**src/rtl/fifo_rd_packer.sv**
```systemverilog
// Read-side FIFO consumer: packs BEATS entries into one valid/ready word.
// Optional per-lane parity output when PACKER_PARITY_EN is defined.
module fifo_rd_packer #(
    parameter int DATA_WIDTH = 8,
    parameter int BEATS      = 4
) (
    input  logic                        rd_clk,
    input  logic                        rd_rst,
    input  logic                        fifo_empty,
    input  logic [DATA_WIDTH-1:0]       fifo_data_out,
    output logic                        fifo_rd_en,
    input  logic                        flush,
    output logic [DATA_WIDTH*BEATS-1:0] out_data,
    output logic [BEATS-1:0]            out_keep,
    output logic                        out_valid,
    input  logic                        out_ready
`ifdef PACKER_PARITY_EN
    ,
    output logic [BEATS-1:0]            out_parity
`endif
);

    localparam int CW = $clog2(BEATS + 1);

    typedef enum logic [1:0] {
        FILL  = 2'd0,
        DRAIN = 2'd1,
        SEND  = 2'd2
    } state_t;

    state_t        state;
    state_t        state_nx;
    logic [CW-1:0] cnt;
    logic          pend;
    logic          flush_req;
    logic [CW:0]   inflight;
    logic          handshake;
    logic          last_land;

    assign inflight  = {1'b0, cnt} + (CW + 1)'(pend);
    assign handshake = out_valid && out_ready;
    assign last_land = pend && (cnt == CW'(BEATS - 1));

    assign fifo_rd_en = rd_rst
                     && (state == FILL)
                     && !fifo_empty
                     && !flush_req
                     && (inflight < (CW + 1)'(BEATS));

    // A completing landing outranks a same-cycle flush: the word is full anyway.
    always_comb begin
        state_nx = state;
        unique case (state)
            FILL: begin
                if (last_land)
                    state_nx = SEND;
                else if (flush && ((cnt != '0) || pend))
                    state_nx = DRAIN;
            end
            DRAIN: begin
                if (!pend)
                    state_nx = (cnt != '0) ? SEND : FILL;
            end
            SEND: begin
                if (handshake)
                    state_nx = FILL;
            end
            default: state_nx = FILL;
        endcase
    end

    always_ff @(posedge rd_clk) begin
        if (!rd_rst) begin
            state     <= FILL;
            cnt       <= '0;
            pend      <= 1'b0;
            flush_req <= 1'b0;
            out_valid <= 1'b0;
            out_data  <= '0;
            out_keep  <= '0;
`ifdef PACKER_PARITY_EN
            out_parity <= '0;
`endif
        end else begin
            state     <= state_nx;
            pend      <= fifo_rd_en;
            out_valid <= (state_nx == SEND);

            if ((state == FILL) && (state_nx == DRAIN))
                flush_req <= 1'b1;
            else if ((state == DRAIN) && (state_nx == FILL))
                flush_req <= 1'b0;

            if (handshake) begin
                cnt       <= '0;
                out_keep  <= '0;
                flush_req <= 1'b0;
`ifdef PACKER_PARITY_EN
                out_parity <= '0;
`endif
            end else if (pend) begin
                cnt <= cnt + CW'(1);
                for (int k = 0; k < BEATS; k++) begin
                    if (cnt == CW'(k)) begin
                        out_data[k*DATA_WIDTH +: DATA_WIDTH] <= fifo_data_out;
                        out_keep[k] <= 1'b1;
`ifdef PACKER_PARITY_EN
                        out_parity[k] <= ^fifo_data_out;
`endif
                    end
                end
            end
        end
    end

endmodule

```
**config.mk**
```make
export PLATFORM = sky130hd
export DESIGN_NAME = fifo_rd_packer
export DESIGN_NICKNAME = d
export VERILOG_FILES = /design/src/rtl/fifo_rd_packer.sv
export SDC_FILE = /design/constraint.sdc
export NUM_CORES = 1
export LEC_CHECK = 0
export ABC_AREA = 1
export CAP_MARGIN = 20
export CORE_MARGIN = 10
export CORE_UTILIZATION = 42
export CTS_CLUSTER_DIAMETER = 80
export DETAILED_ROUTE_END_ITERATION = 12
export PLACE_DENSITY_LB_ADDON = 0.1
export SYNTH_ARGS = -nofsm -noshare
export SYNTH_HDL_FRONTEND = slang
export SYNTH_SLANG_ARGS = --single-unit
```
**constraint.sdc**
```tcl
create_clock -name rd_clk -period 1.4 [get_ports rd_clk]
set_input_delay 0.28 -clock rd_clk [delete_from_list [all_inputs] [get_ports rd_clk]]
set_output_delay 0.28 -clock rd_clk [all_outputs]
set_load 0.02 [all_outputs]
```
==> out/results.ini <==
[sta]
post-route-worst-setup-slack_ps = -49.8
report.final.hold_viol_count = 0
timing.clock.skew_ps = 7.52
maxSlewViolCount = 0
fmaxAchievable_ghz = 0.690
max_slew.worst_pin.slew_ps = 351
share_of_the_clock_period_used_by_the_worst_path_after_layout_pct = 104
setup-violations-final = 1
min_period_ps = 1450
rsz0062_at_grt = true
headroom_to_the_max_slew_limit_pct = 76.6

[global_route]
grt_pass1_vias = 1541
grt_antenna_before_repair = 0
grt_max_degree = 35
grtUsageTotal_pct = 12.7
gr-total-overflow = 0
grt_first_pass_wirelength_mm = 7.42

[synthesis]
post-synth-top-area-cell = sky130_fd_sc_hd__dfxtp_1
synth-seq-area-share_pct = 50.6
ys_ff_latch = 44
synthDistinctLibCells = 19
post_synth.cell_area_avg_um2 = 7.46
synthCells = 233
synthTopCellsByArea = sky130_fd_sc_hd__dfxtp_1 (51%), sky130_fd_sc_hd__nand2_1 (12%), sky130_fd_sc_hd__nor2_1 (12%), sky130_fd_sc_hd__o21ai_0 (4.9%), sky130_fd_sc_hd__inv_1 (4.7%)
area_of_the_mapped_netlist_um2 = 1740
synthDominantCellAreaShare_pct = 50.6
asyncSetResetFlopFracSynth_pct = 0
yosysWarningCount = 0
most_used_flip_flop_cell_after_synthesis = sky130_fd_sc_hd__dfxtp_1
mappedNetlistNets = 251
post_synth_edffs = 0
synth_top_cells_by_count = sky130_fd_sc_hd__nand2_1 (54), sky130_fd_sc_hd__nor2_1 (54), sky130_fd_sc_hd__dfxtp_1 (44), sky130_fd_sc_hd__inv_1 (22), sky130_fd_sc_hd__o21ai_0 (17)

[clock_network]
h-tree-depth = 2
cts_inserted_buffers = 5
cts.hold.buffers_added = 0
tritoncts = yes
clockRootBuffer = sky130_fd_sc_hd__clkbuf_8
cts_max_path_buffers = 2
worst_setup_hold_path_clk_slew_ps = 80
clkSinkCount = 44
clkLatencyLatePin_ps = 300

[die]
floorplan.die.height_um = 84.4
num_io_pins = 51
floorplan.die_area_um2 = 7110
row_count = 23
fp.coreArea_um2 = 4000
initial_core_util_pct = 43.5
dieWidth_um = 84.4

[final_layout]
postLayoutCellArea_um2 = 2740
antenna-diode-count = 0
post_route_cells_drive_above_1_share_pct = 23.1
layout-area-overhead-vs-synth_pct = 57.5
multi_input_area_um2 = 862
fillCellCount = 355
ff_latch_area_um2 = 885
finalNetCount = 325

[worst_setup_path]
crit_path_end_kind = output pin
criticalPathCategory = in2out
required_time_of_the_critical_path_ps = 1120
r2r_setup_slack_ps = 40
critical_path.max_fanout = 2
crit_arrival_ps = 1170
worstSetupStartpointType = input port

[status]
failed_checks = negative setup slack
status = complete, but fails checks

[power]
leakage_uw = 0.00133
worst_voltage_drop_across_the_vdd_grid_mv = 0.837
design_power_total_uw = 2900
power.density_cell_area_nw_per_um2 = 1060

[drt]
detail_route.vias_per_cell = 4.75
final_antenna_net_count = 0
via_count = 1695
drt_first_iter_violations = 84
routed_wire_length_per_instance_um = 13.1
finalWirelength_mm = 4.69
drtPass1Iterations = 4
drc_errors = 0

[flow_run]
cap_violations = 0

[min_path]
type_of_the_tightest_min_delay_check = in2reg

[placement]
gp_congestion = 0.806
detailed_place_hpwl_mm = 3.36
place_area_um2 = 2430
buffers_on_ports = 50

[where the power goes]
group          internal [uW]  switching [uW]
Combinational            193             248
Sequential              1300            27.1
Clock                    702             426
[logic make-up (layout without fill, tap and decap cells)]
group | count (synthesis) | in the layout | share of synthesized area, %
simple gates | 120 | 120 | 28.1
fa+ha+maj | 5 | 5 | 3.60
compound gates | 34 | 34 | 10.1
buf+inv | 30 | 104 | 7.55
flops | 44 | 44 | 50.6
[state kept, by name, indices dropped and copies added, names as in the netlist]
register	count
cnt	3
flush_req	1
out_data	32
out_keep	4
out_valid	1
pend	1
state	2
[placed cells by master (no fill, tap or decap), types with 4 or more instances in the layout]
| cell type | count |
|---|---|
| sky130_fd_sc_hd__inv_1 | 17 |
| sky130_fd_sc_hd__a21oi_2 | 6 |
| sky130_fd_sc_hd__nor2_1 | 53 |
| sky130_fd_sc_hd__o21ai_1 | 7 |
| sky130_fd_sc_hd__o21ai_0 | 4 |
| sky130_fd_sc_hd__o21ai_2 | 6 |
| sky130_fd_sc_hd__nand2_2 | 5 |
| sky130_fd_sc_hd__nand2_1 | 48 |
| sky130_fd_sc_hd__a21oi_1 | 8 |
| sky130_fd_sc_hd__inv_2 | 5 |
| sky130_fd_sc_hd__clkdlybuf4s50_1 | 11 |
| sky130_fd_sc_hd__buf_6 | 6 |
| sky130_fd_sc_hd__dfxtp_1 | 41 |
| sky130_fd_sc_hd__dlygate4sd2_1 | 37 |
| sky130_fd_sc_hd__buf_4 | 15 |
| sky130_fd_sc_hd__clkbuf_8 | 5 |
[final timing paths]
path                                          startpoint                         to  cells after the start
worst min register to register  out_keep[0]$_SDFFE_PP0P_   out_keep[0]$_SDFFE_PP0P_                      2
worst max register to register       cnt[1]$_SDFFE_PP0P_  out_data[26]$_SDFFE_PN0P_                      8
worst min-delay path                              rd_rst            pend$_SDFF_PN0_                      3
worst max-delay path                          fifo_empty                 fifo_rd_en                      3
[what timing repair did]
item,in CTS,in global routing
endpoints found under the setup margin,64,38
gates resized for setup,63,39
cloned,0,1
pin swaps,2,13
setup buffers,0,4
[per-stage QoR]
stage	hold WS [ps]	setup TNS, ps	util (%)	setup WS (ps)	cells
floorplan	359	0	-	65.6	233
global placement	441	-7300	60.7	-579	346
detailed placement	445	-7700	60.7	-594	346
CTS	455	-142	63.4	-142	353
global route	340	-174	68.5	-112	357
finish	323	-49.8	68.5	-49.8	357
[routing by layer]
layer	vias to the layer above	track usage [%]	part of all wire, %
met4	0	3.59	0.51
met5	-	0	0
li1	872	-	-
met2	49	19.1	46
met1	772	15.5	45
met3	2	6.47	8.6
[layout make-up]
class / count / share of cell area (%)
multi-input cells: 159 / 31.5
clock buffers: 5 / 2.51
repair buffers: 74 / 26.0
clock inverters: 2 / 2.19
well taps: 50 / 2.28
flip-flops and latches: 44 / 32.3
inverters: 23 / 3.24
[critical path: stages]
cell and delay, ps:
sky130_fd_sc_hd__clkdlybuf4s50_1 460, sky130_fd_sc_hd__nor4_4 260, sky130_fd_sc_hd__buf_4 180
No activity file was read; power rests on OpenSTA's default activity.
